<file path="src/rtl/arbitro_trasmision_pkg.sv">
// Shared definitions for the transmit arbiter: state encoding, default sizing
// and the pointer-width helper used by the top and its selector.
package arbitro_trasmision_pkg;

  localparam logic [1:0] ST_IDLE   = 2'd0;
  localparam logic [1:0] ST_LAUNCH = 2'd1;
  localparam logic [1:0] ST_SEND   = 2'd2;

  typedef enum logic [1:0] {
    IDLE   = ST_IDLE,
    LAUNCH = ST_LAUNCH,
    SEND   = ST_SEND
  } state_t;

  localparam int DEFAULT_NREQ         = 4;
  localparam int DEFAULT_BUSY_TIMEOUT = 15;

  // Bits needed to encode 0..value-1; never less than 1 so every field has a wire.
  function automatic int clog2(input int value);
    int bits;
    bits = 1;
    for (int i = 1; i < 31; i++) begin
      if ((1 << i) < value) bits = i + 1;
    end
    return bits;
  endfunction

endpackage

</file>
<file path="src/rtl/arbitro_trasmision_selector_rr.sv">
// Combinational round-robin pick: first set request searching upward from ptr,
// wrapping modulo NREQ.
module arbitro_trasmision_selector_rr
  import arbitro_trasmision_pkg::*;
#(
  parameter int NREQ = DEFAULT_NREQ,
  parameter int PW   = clog2(NREQ)
) (
  input  logic [NREQ-1:0] req,
  input  logic [PW-1:0]   ptr,
  output logic            valid,
  output logic [PW-1:0]   id
);

  function automatic logic [PW-1:0] wrap_add(input logic [PW-1:0] base, input int off);
    int sum;
    sum = int'(base) + off;
    if (sum >= NREQ) sum = sum - NREQ;
    return PW'(sum);
  endfunction

  always_comb begin
    valid = 1'b0;
    id    = '0;
    // Walk from the farthest offset back towards ptr so the closest set bit wins.
    for (int off = NREQ - 1; off >= 0; off--) begin
      if (req[wrap_add(ptr, off)]) begin
        valid = 1'b1;
        id    = wrap_add(ptr, off);
      end
    end
  end

endmodule

</file>
<file path="src/rtl/arbitro_trasmision.sv">
// Round-robin arbiter/sequencer sharing one serial byte transmitter between
// NREQ requesters: grant, latch byte, launch, wait for frame end, report.
//
// Handshake: a requester holds req[i] high with stable data until ack[i]
// pulses; tx_start is held while LAUNCH lasts and dropped once tx_ready=0 is
// seen; tx_ready returning high ends the frame and produces done[id].
module arbitro_trasmision
  import arbitro_trasmision_pkg::*;
#(
  parameter int NREQ         = DEFAULT_NREQ,
  parameter int BUSY_TIMEOUT = DEFAULT_BUSY_TIMEOUT
) (
  input  logic              clk,
  input  logic              rst,
  input  logic [NREQ-1:0]   req,
  input  logic [8*NREQ-1:0] req_data,
  output logic [NREQ-1:0]   ack,
  output logic [NREQ-1:0]   done,
  output logic              err,
  output logic              busy,
  output logic              tx_start,
  output logic [7:0]        tx_data,
  input  logic              tx_ready,
  output state_t            dbg_state
);

  localparam int            PW       = clog2(NREQ);
  localparam int            CW       = clog2(BUSY_TIMEOUT + 1);
  localparam logic [CW-1:0] CNT_LAST = CW'(BUSY_TIMEOUT - 1);

  state_t          state_q, state_d;
  logic [PW-1:0]   ptr_q, ptr_d;
  logic [PW-1:0]   id_q, id_d;
  logic [CW-1:0]   cnt_q, cnt_d;
  logic [7:0]      data_q, data_d;
  logic [NREQ-1:0] ack_q, ack_d;
  logic [NREQ-1:0] done_q, done_d;
  logic            err_q, err_d;

  logic            sel_valid;
  logic [PW-1:0]   sel_id;

  arbitro_trasmision_selector_rr #(
    .NREQ (NREQ),
    .PW   (PW)
  ) u_selector_rr (
    .req   (req),
    .ptr   (ptr_q),
    .valid (sel_valid),
    .id    (sel_id)
  );

  always_ff @(posedge clk) begin
    if (rst) begin
      state_q <= IDLE;
      ptr_q   <= '0;
      id_q    <= '0;
      cnt_q   <= '0;
      data_q  <= 8'h00;
      ack_q   <= '0;
      done_q  <= '0;
      err_q   <= 1'b0;
    end else begin
      state_q <= state_d;
      ptr_q   <= ptr_d;
      id_q    <= id_d;
      cnt_q   <= cnt_d;
      data_q  <= data_d;
      ack_q   <= ack_d;
      done_q  <= done_d;
      err_q   <= err_d;
    end
  end

  always_comb begin
    state_d = state_q;
    ptr_d   = ptr_q;
    id_d    = id_q;
    cnt_d   = cnt_q;
    data_d  = data_q;
    ack_d   = '0;
    done_d  = '0;
    err_d   = 1'b0;
    case (state_q)
      IDLE: begin
        // A transmitter still busy from before a reset blocks new grants.
        if (tx_ready && sel_valid) begin
          id_d    = sel_id;
          data_d  = req_data[int'(sel_id)*8 +: 8];
          ptr_d   = (int'(sel_id) == NREQ - 1) ? '0 : sel_id + PW'(1);
          cnt_d   = '0;
          ack_d   = NREQ'(1) << sel_id;
          state_d = LAUNCH;
        end
      end
      LAUNCH: begin
        if (!tx_ready) begin
          state_d = SEND;
        end else if (cnt_q == CNT_LAST) begin
          // Transmitter never went busy: abandon the frame without a done.
          err_d   = 1'b1;
          cnt_d   = '0;
          state_d = IDLE;
        end else begin
          cnt_d = cnt_q + CW'(1);
        end
      end
      SEND: begin
        if (tx_ready) begin
          done_d  = NREQ'(1) << id_q;
          state_d = IDLE;
        end
      end
      default: state_d = IDLE;
    endcase
  end

  assign ack       = ack_q;
  assign done      = done_q;
  assign err       = err_q;
  assign busy      = (state_q != IDLE);
  assign tx_start  = (state_q == LAUNCH);
  assign tx_data   = data_q;
  assign dbg_state = state_q;

endmodule

</file>
<file path="config.mk">
export PLATFORM = sky130hd
export DESIGN_NAME = arbitro_trasmision
export DESIGN_NICKNAME = d
export VERILOG_FILES = /design/src/rtl/arbitro_trasmision_pkg.sv /design/src/rtl/arbitro_trasmision_selector_rr.sv /design/src/rtl/arbitro_trasmision.sv
export SDC_FILE = /design/constraint.sdc
export NUM_CORES = 1
export LEC_CHECK = 0
export CAP_MARGIN = 20
export CORE_MARGIN = 2
export CORE_UTILIZATION = 44
export DETAILED_ROUTE_END_ITERATION = 10
export PLACE_DENSITY = 0.84
export SLEW_MARGIN = 25
export SYNTH_ARGS = -nofsm -noshare
export SYNTH_HDL_FRONTEND = slang
export SYNTH_SLANG_ARGS = --single-unit
</file>
<file path="constraint.sdc">
create_clock -name clk -period 3.87 [get_ports clk]
set_clock_uncertainty 0.15 [all_clocks]
set_input_delay 0.774 -clock clk [delete_from_list [all_inputs] [get_ports clk]]
set_output_delay 0.774 -clock clk [all_outputs]
set_load 0.05 [all_outputs]
</file>
==> reports/results.txt, run 1 <==
Slowest-stage cell, CP -> clkdlybuf4s50_1
I/O pin cnt -> 60
Initial DRT Pass Iterations -> 7
Top Usage Layer GRT -> met2
GPL Wtd Cong -> 0.697
share of cells above drive strength 1 -> 6.42%
CTS tree -> yes
CP startpoint kind -> flop
die outline width -> 58.6 microns
Hold Crit Depth -> 2
critical path's top delay family -> buffers and inverters
number of synthesized flops with an enable pin -> 0
CTS Hold Bufs -> 0
sequential share of the synthesized area -> 41.2%
core footprint -> 2810 sq um
Max stage delay on crit path -> 0.80 ns
kind of critical path -> reg -> out
crit-path cells -> inv_1, nor2_1, clkdlybuf4s50_1
Max transition margin -> 59.3%
routed len/inst -> 14.7 microns
cell depth of the worst flop-to-flop path -> 6
met2 usage -> 35.0%
RSZ-0062 raised after global routing -> false
setup bufs post-CTS -> 0
latest clock arrival within the worst-skew pair -> 0.33 ns
clk sinks -> 27
DPL Wire Length -> 2600 microns
Max Clk Rate -> 359 MHz
Syn Inst Count -> 130
Layout area overhead -> 46.2%
vias in the first global route -> 1152
# resized after CTS -> 0
Final Max Slew Viols -> 0
pin count of the biggest net entering global routing -> 19
placed insts -> 214
Via Count -> 1185
largest area contributor in the netlist -> dfxtp_1
ys async rst share -> 0%
Worst Path Arrival -> 1.86 ns
commonest cells in the synthesized netlist -> dfxtp_1 (27), mux2i_1 (20), nor2_1 (15)
initial antenna violation count -> 0
Yosys Warn Count -> 0
leak pwr -> 0.731 nW
final hold violations -> 0
prevailing post-synth register cell -> dfxtp_1
top-area cell type share of the netlist area -> 41.2%
I/O Buffers -> 59
Final ANT Viol Nets -> 0
synth top area cells -> dfxtp_1 (41%), mux2i_1 (15%), o221ai_1 (5.3%), nand3b_1 (4.6%), nor2_1 (4.3%)
flops & latches, synth -> 27
Net Count, Synth -> 172
Worst-Margin Slew -> 0.609 ns
violated checks -> design-rule violations
Netlist cell types -> 35
final wirelength -> 3200 microns
Die Area -> 3430 sq um
synthesized cell area -> 1310 sq um
Min-Delay Path Class -> reg -> reg
crit share post-route -> 71.9%
setup TNS -> 0 ns
first-pass GRT wire length -> 5070 microns
row count -> 19
Max FO, Critical Path -> 8
Global Route Usage Sum -> 19.2%
vias per inst -> 5.44
CP Capture Type -> output port
PD cells -> 337 nW/um^2
Antenna diodes -> 0
clock buffer count from CTS -> 3
stages on the worst setup path -> 3
Remaining DRCs -> 2
most frequent cell after synthesis -> dfxtp_1
max-cap violations -> 0
Initial Util -> 46.7%
Root Buffer -> clkbuf_4
Period minus WS final -> 2.78 ns
worst path required time -> 2.95 ns
final net count -> 230
Bufs and invs on worst path -> 2
Syn Area/Cell -> 10.1 sq um
Non-Filler Instances -> 218
M3 GR Usage -> 4.18%
outcome -> complete, but fails checks
global route overflow -> 0
maximum vdd ir drop -> 0.245 mV
final setup fails -> 0
CTS H-Tree Depth -> 1
M1 GR Usage -> 22.1%
clk buf depth -> 2
Clock transition at path regs -> 0.16 ns
initial drt markers -> 46
Die H -> 58.6 microns
==> worst min-delay path, cell delays in order (launching register included) <==
cell,delay [ns]
dfxtp_1,0.38
nand2_1,0.07
nor2_1,0.03
==> per-layer routing <==
layer / vias to the layer above / wire length (microns)
li1: 585 / -
met1: 561 / 1250
met2: 30 / 1750
met3: 9 / 123
met4: 0 / 66
met5: - / 0
==> cell type report <==
type	count	area, sq um
fillers	230	888
multi-input cells	91	691
inverters	5	18.8
flip-flops and latches	27	541
clock inverters	1	7.51
repair buffers	60	598
clock buffers	3	22.5
well taps	31	38.8
==> cell usage in the layout (no fill, tap or decap), types with 2 or more instances in the layout <==
master / synthesis / layout
a21oi_1: 5 / 5
nand4_1: 2 / 2
clkdlybuf4s50_1: 0 / 59
nand2b_1: 2 / 2
ha_1: 3 / 3
dfxtp_1: 27 / 27
nor2_1: 15 / 15
nand3b_1: 8 / 8
inv_1: 5 / 5
nor3_1: 2 / 2
mux2i_1: 20 / 20
xor2_1: 2 / 2
o221ai_1: 8 / 8
nand2_1: 4 / 4
clkbuf_4: 0 / 3
xnor2_1: 2 / 2
or3_1: 2 / 2
==> worst paths after layout <==
kind / startpoint / end / slack (ns)
max: dbg_state[0] / tx_start / 1.09
min reg2reg: id_q[0] / done[1] / 0.34
max reg2reg: ptr_q[1] / tx_data[1] / 1.79
min: id_q[0] / done[1] / 0.34
==> logic make-up (layout without fill, tap and decap cells) <==
| group | after synthesis | after routing | synth area share (%) |
|---|---|---|---|
| buffers and inverters | 12 | 69 | 6.11 |
| DFF | 27 | 27 | 41.2 |
| and+or+nand+nor | 44 | 44 | 19.9 |
| muxes | 20 | 20 | 15.3 |
| AOI/OAI and AO/OA | 20 | 20 | 11.9 |
| xor gates and xnor gates | 4 | 4 | 2.67 |
| adders and majority gates | 3 | 3 | 2.86 |
==> through the flow <==
step / worst slack [ns] / hold WS (ns) / utilization (%) / area (sq um) / power [mW]
floorplan: 1.40 / 0.279 / - / 1310 / 0.448
global placement: 0.941 / 0.300 / 67.3 / 1890 / 0.518
detailed placement: 0.749 / 0.315 / 67.3 / 1890 / 0.527
CTS: 1.07 / 0.341 / 68.3 / 1920 / 0.649
global route: 0.953 / 0.370 / 68.3 / 1920 / 0.677
finish: 1.09 / 0.342 / 68.3 / 1920 / 0.646
==> sequential cells by signal (all words and copies together) (netlist names) <==
| register | flops |
|---|---|
| dbg_state | 2 |
| ack | 4 |
| id_q | 2 |
| ptr_q | 2 |
| err | 1 |
| cnt_q | 4 |
| tx_data | 8 |
| done | 4 |
==> report_power, final <==
part / switching (mW) / internal [mW] / total, mW
combinational: 0.112 / 0.0971 / 0.209
clock: 0.0863 / 0.0396 / 0.126
sequential: 0.0147 / 0.296 / 0.310
total: 0.213 / 0.432 / 0.646
(Power assumes the default switching activity.)
==> run 2: changes to the inputs <==
CORE_UTILIZATION = 37   (was 44)
PLACE_DENSITY = 0.76   (was 0.84)
clock period = 2.3 ns   (was 3.87 ns; I/O delays follow)
==> reports/results.txt, run 2 (synthesis gave the netlist of run 1 again) <==
core footprint -> 3360 sq um (+20%)
Max transition margin -> 65.0% (+5.7 points)
CP Capture Type -> output port
vias per inst -> 5.02 (-7.7%)
DPL Wire Length -> 2640 microns (+1.5%)
most frequent cells in the layout -> clkdlybuf4s50_1 (56), dfxtp_1 (27), mux2i_1 (20)
final wirelength -> 3280 microns (+2.7%)
Max Clk Rate -> 448 MHz
worst hold start -> id_q[0]
placed insts -> 237 (+11%)
max reg flops -> 8 (unchanged)
switching portion of total power -> 32.4% (-0.65 points)
leak pwr -> 0.778 nW (+6.4%)
final net count -> 238 (+3.5%)
clock buffer count from CTS -> 3 (unchanged)
outcome -> complete, no violations
Period minus WS final -> 2.23 ns
stages on the worst setup path -> 1 (-2)
Flop pwr share -> 47.7% (-0.4 points)
part of the power in combinational logic -> 33.3% (+0.9 points)
maximum vdd ir drop -> 0.299 mV (+22%)
hold_ws -> 0.351 ns (+0.00901 ns)
row count -> 21 (+2)
GPL Wtd Cong -> 0.753 (+8.1%)
Worst Path Arrival -> 1.62 ns (-0.24 ns)
initial drt markers -> 31 (-33%)
kind of critical path -> reg -> out
Reg-to-Reg Start -> ptr_q[1]
DP Area -> 1960 sq um (+3.9%)
vias in the first global route -> 1188 (+3.1%)
final hold violations -> 0 (unchanged)
clk buf depth -> 2 (unchanged)
Min-Delay Path Class -> reg -> reg
max-cap violations -> 0 (unchanged)
fillers -> 313 (+36%)
Remaining DRCs -> 0 (-2)
Place WS -> -0.171 ns (-0.921 ns)
Multi-input gate area -> 691 sq um (unchanged)
worst setup margin -> 0.0681 ns (-1.02 ns)
routed len/inst -> 13.6 microns (-7.1%)
I/O Buffers -> 59 (unchanged)
CTS tree -> yes
latest clock arrival within the worst-skew pair -> 0.33 ns (about the same)
I/O pin cnt -> 60 (unchanged)
Die Area -> 4040 sq um (+18%)
clk sinks -> 27 (unchanged)
Pint -> 0.739 mW (+71%)
commonest non-fill, non-tap cell in the layout -> clkdlybuf4s50_1
critical path's top delay family -> buffers and inverters
PD cells -> 550 nW/um^2 (+63%)
global route overflow -> 0 (unchanged)
Antenna diodes -> 0 (unchanged)
Initial Util -> 39.0% (-7.8 points)
cell depth of the worst flop-to-flop path -> 5 (-1)
Layout area overhead -> 51.4%
Initial DRT Pass Iterations -> 6 (-1)
RSZ-0062 raised after global routing -> false
Global Route Usage Sum -> 16.9% (-2.3 points)
Final Max Slew Viols -> 0 (unchanged)
pin count of the biggest net entering global routing -> 19 (unchanged)
post-route cell area -> 1990 sq um (+3.6%)
Clock transition at path regs -> 0.14 ns (-0.02 ns)
Max FO, Critical Path -> 6 (-2)
Root Buffer -> clkbuf_4
Worst-Margin Slew -> 0.524 ns (-0.0845 ns)
crit share post-route -> 97.0%
first-pass GRT wire length -> 5420 microns (+6.8%)
CTS H-Tree Depth -> 1 (unchanged)
Slowest-stage cell, CP -> clkdlybuf4s50_1
Die H -> 63.5 microns (+8.4%)
final setup fails -> 0 (unchanged)
share of cells above drive strength 1 -> 10.8% (+4.4 points)
clock share of power -> 19.0% (-0.5 points)
Via Count -> 1209 (+2.0%)
initial antenna violation count -> 0 (unchanged)
Bufs and invs on worst path -> 1 (-1)
Final ANT Viol Nets -> 0 (unchanged)
die outline width -> 63.5 microns (+8.4%)
CP startpoint kind -> flop
P_sw -> 0.354 mW (+66%)
setup bufs post-CTS -> 0 (unchanged)
crit-path cells -> clkdlybuf4s50_1
Hold Crit Depth -> 2 (unchanged)
worst path required time -> 1.69 ns (-1.26 ns)
CP startpoint -> dbg_state[1]
sequential cell area -> 541 sq um (unchanged)
Max stage delay on crit path -> 0.84 ns (+0.04 ns)
Non-Filler Instances -> 241 (+11%)
[run 2: layer usage]
metal	GRT usage (%)	up-vias	share of wire [%]	routed length, microns
li1	-	594	-	-
met1	18.9	570	39	1290
met2	31.1	33	55	1800
met3	2.50	12	3.5	114
met4	8.15	0	2.6	86
met5	0	-	0	0
[run 2: cell type report]
| cell class | count | area share [%] |
|---|---|---|
| Tap cell | 46 | 2.90 |
| Sequential cell | 27 | 27.2 |
| Multi-Input combinational cell | 91 | 34.8 |
| Inverter | 5 | 0.945 |
| Clock buffer | 4 | 1.32 |
| Timing Repair Buffer | 68 | 32.8 |
[run 2: stage by stage]
stage	power, mW	TNS, ns	util (%)
after floorplan	0.753	0	-
final	1.09	0	59.0
after detailed placement	0.898	-1.72	58.3
after global routing	1.15	0	59.0
after global placement	0.885	-0.415	58.3
after CTS	1.10	0	59.0
[run 2: worst paths after layout]
kind / slack (ns) / end
worst max register to register: 0.34 / tx_data[7]
worst min-delay path: 0.35 / done[1]
worst max-delay path: 0.07 / dbg_state[1]
worst min register to register: 0.35 / done[1]
[run 2: power by group through the flow]
stage                     Sequential, mW  Combinational (mW)  Clock, mW
final                              0.522               0.364      0.207
after floorplan                    0.598               0.155          0
after global routing               0.526               0.388      0.231
after detailed placement           0.532               0.366          0
after global placement             0.530               0.355          0
after CTS                          0.522               0.366      0.217
[run 2: timing repair]
item / CTS / global route
endpoints found under the setup margin: 1 / 0
hold endpoints to repair: 0 / 0
hold buffers: 0 / 0
gates resized for setup: 1 / 0
==> run 3: changes to the inputs <==
CORE_UTILIZATION = 35   (was 37)
PLACE_DENSITY = 0.7   (was 0.76)
clock period = 2.84 ns   (was 2.3 ns; I/O delays follow)
==> reports/results.txt, run 3 (synthesis gave the netlist of run 1 again) <==
crit-path cells -> inv_1, nor2_1, clkdlybuf4s50_1
final wirelength -> 3090 microns (-6.0%)
fillers -> 346 (+11%)
worst hold start -> id_q[1]
Bufs and invs on worst path -> 2 (+1)
final hold violations -> 0 (unchanged)
post-route cell area -> 1970 sq um (-0.69%)
latest clock arrival within the worst-skew pair -> 0.27 ns (-0.06 ns)
Non-Filler Instances -> 237 (-1.7%)
CP Capture Type -> output port
core footprint -> 3630 sq um (+8.0%)
Initial DRT Pass Iterations -> 4 (-2)
max-cap violations -> 0 (unchanged)
row count -> 22 (+4.8%)
Layout Utilization -> 54.3% (-4.8 points)
Slowest-stage cell, CP -> clkdlybuf4s50_1
worst hold path endpoint -> done[1]
Die Area -> 4250 sq um (+5.4%)
Max FO, Critical Path -> 8 (+2)
most frequent cells in the layout -> clkdlybuf4s50_1 (59), dfxtp_1 (27), mux2i_1 (20)
crit share post-route -> 88.2%
Remaining DRCs -> 0 (unchanged)
stages on the worst setup path -> 3 (+2)
initial antenna violation count -> 0 (unchanged)
Global Route Usage Sum -> 15.0% (-1.9 points)
Max Clk Rate -> 399 MHz
vias in the first global route -> 1149 (-3.3%)
Final Max Slew Viols -> 0 (unchanged)
placed insts -> 233 (-1.7%)
Hold Crit Depth -> 1 (-1)
Clock transition at path regs -> 0.09 ns (-0.05 ns)
Worst Path Arrival -> 1.79 ns (+0.17 ns)
CTS Hold Bufs -> 0 (unchanged)
worst setup margin -> 0.334 ns (+0.266 ns)
setup bufs post-CTS -> 0 (unchanged)
vias per inst -> 4.92 (-2.0%)
critical path's top delay family -> buffers and inverters
CTS H-Tree Depth -> 1 (unchanged)
max reg flops -> 8 (unchanged)
Via Count -> 1165 (-3.6%)
hold_ws -> 0.326 ns (-0.0257 ns)
DP Area -> 1920 sq um (-1.9%)
global route overflow -> 0 (unchanged)
pin count of the biggest net entering global routing -> 21 (+2)
CTS tree -> yes
maximum vdd ir drop -> 0.329 mV (+10%)
GPL Wtd Cong -> 0.788 (+4.6%)
final setup fails -> 0 (unchanged)
Max transition margin -> 65.6% (+0.61 points)
RSZ-0062 raised after global routing -> false
Die H -> 65.2 microns (+2.6%)
die outline width -> 65.2 microns (+2.6%)
Max stage delay on crit path -> 0.80 ns (-0.04 ns)
FF-to-FF End -> tx_data[7]
worst path required time -> 2.12 ns (+0.43 ns)
kind of critical path -> reg -> out
clk sinks -> 27 (unchanged)
Worst-Margin Slew -> 0.515 ns (-0.00914 ns)
routed len/inst -> 13.0 microns (-4.4%)
commonest non-fill, non-tap cell in the layout -> clkdlybuf4s50_1
sequential cell area -> 541 sq um (unchanged)
Min-Delay Path Class -> reg -> reg
Multi-input gate area -> 691 sq um (unchanged)
setup TNS -> 0 ns (unchanged)
clock buffer count from CTS -> 3 (unchanged)
CP startpoint kind -> flop
DPL Wire Length -> 2450 microns (-7.2%)
Antenna diodes -> 0 (unchanged)
outcome -> complete, no violations
initial drt markers -> 31 (unchanged)
clk buf depth -> 2 (unchanged)
Layout area overhead -> 50.4%
flop-to-flop setup slack -> 0.82 ns (+0.48 ns)
Reg-to-Reg Start -> ptr_q[1]
I/O pin cnt -> 60 (unchanged)
final net count -> 232 (-2.5%)
Period minus WS final -> 2.51 ns
# resized after CTS -> 0 (-1)
leak pwr -> 0.748 nW (-3.8%)
cell depth of the worst flop-to-flop path -> 5 (unchanged)
Root Buffer -> clkbuf_8
Place WS -> 0.128 ns (+0.300 ns)
Pwr Total -> 0.925 mW (-15%)
Initial Util -> 36.1% (-2.9 points)
share of cells above drive strength 1 -> 7.41% (-3.4 points)
Final ANT Viol Nets -> 0 (unchanged)
PD cells -> 469 nW/um^2 (-15%)
I/O Buffers -> 59 (unchanged)
first-pass GRT wire length -> 5060 microns (-6.6%)
-- run 3: cell count changes in the layout (fill, tap and decap cells not counted), sizes merged --
cell	delta
clkbuf	-1
dlygate4sd2	-1
clkdlybuf4s50	+3
clkinvlp	+1
buf	-8
-- run 3: cell type report --
| type | count | area share [%] |
|---|---|---|
| clock inverters | 1 | 0.381 |
| inverters | 5 | 0.952 |
| well taps | 48 | 3.05 |
| flip-flops and latches | 27 | 27.4 |
| repair buffers | 62 | 31.1 |
| multi-input cells | 91 | 35.0 |
| clock buffers | 3 | 2.09 |
-- run 3: worst max path at each step --
stage | startpoint | endpoint | slack, ns
after floorplan | dbg_state[0] | tx_start | 0.58
after global placement | req[0] | tx_data[0] | 0.29
after detailed placement | req[0] | tx_data[7] | 0.13
after CTS | dbg_state[0] | tx_start | 0.31
after global routing | dbg_state[0] | tx_start | 0.21
final | dbg_state[0] | tx_start | 0.33
-- run 3: power breakdown --
group	internal (mW)	leakage, nW	switching (mW)	total, mW
clock	0.0995	0.0217	0.119	0.219
sequential	0.402	0.220	0.0189	0.421
combinational	0.135	0.506	0.151	0.285
-- run 3: layer usage --
metal / wire (microns) / part of all wire, % / global-route usage (%) / vias up
met5: 0 / 0 / 0 / -
met4: 16 / 0.52 / 3.13 / 0
met3: 338 / 11 / 5.48 / 2
met2: 1410 / 46 / 26.5 / 48
met1: 1320 / 43 / 17.3 / 529
li1: - / - / - / 586
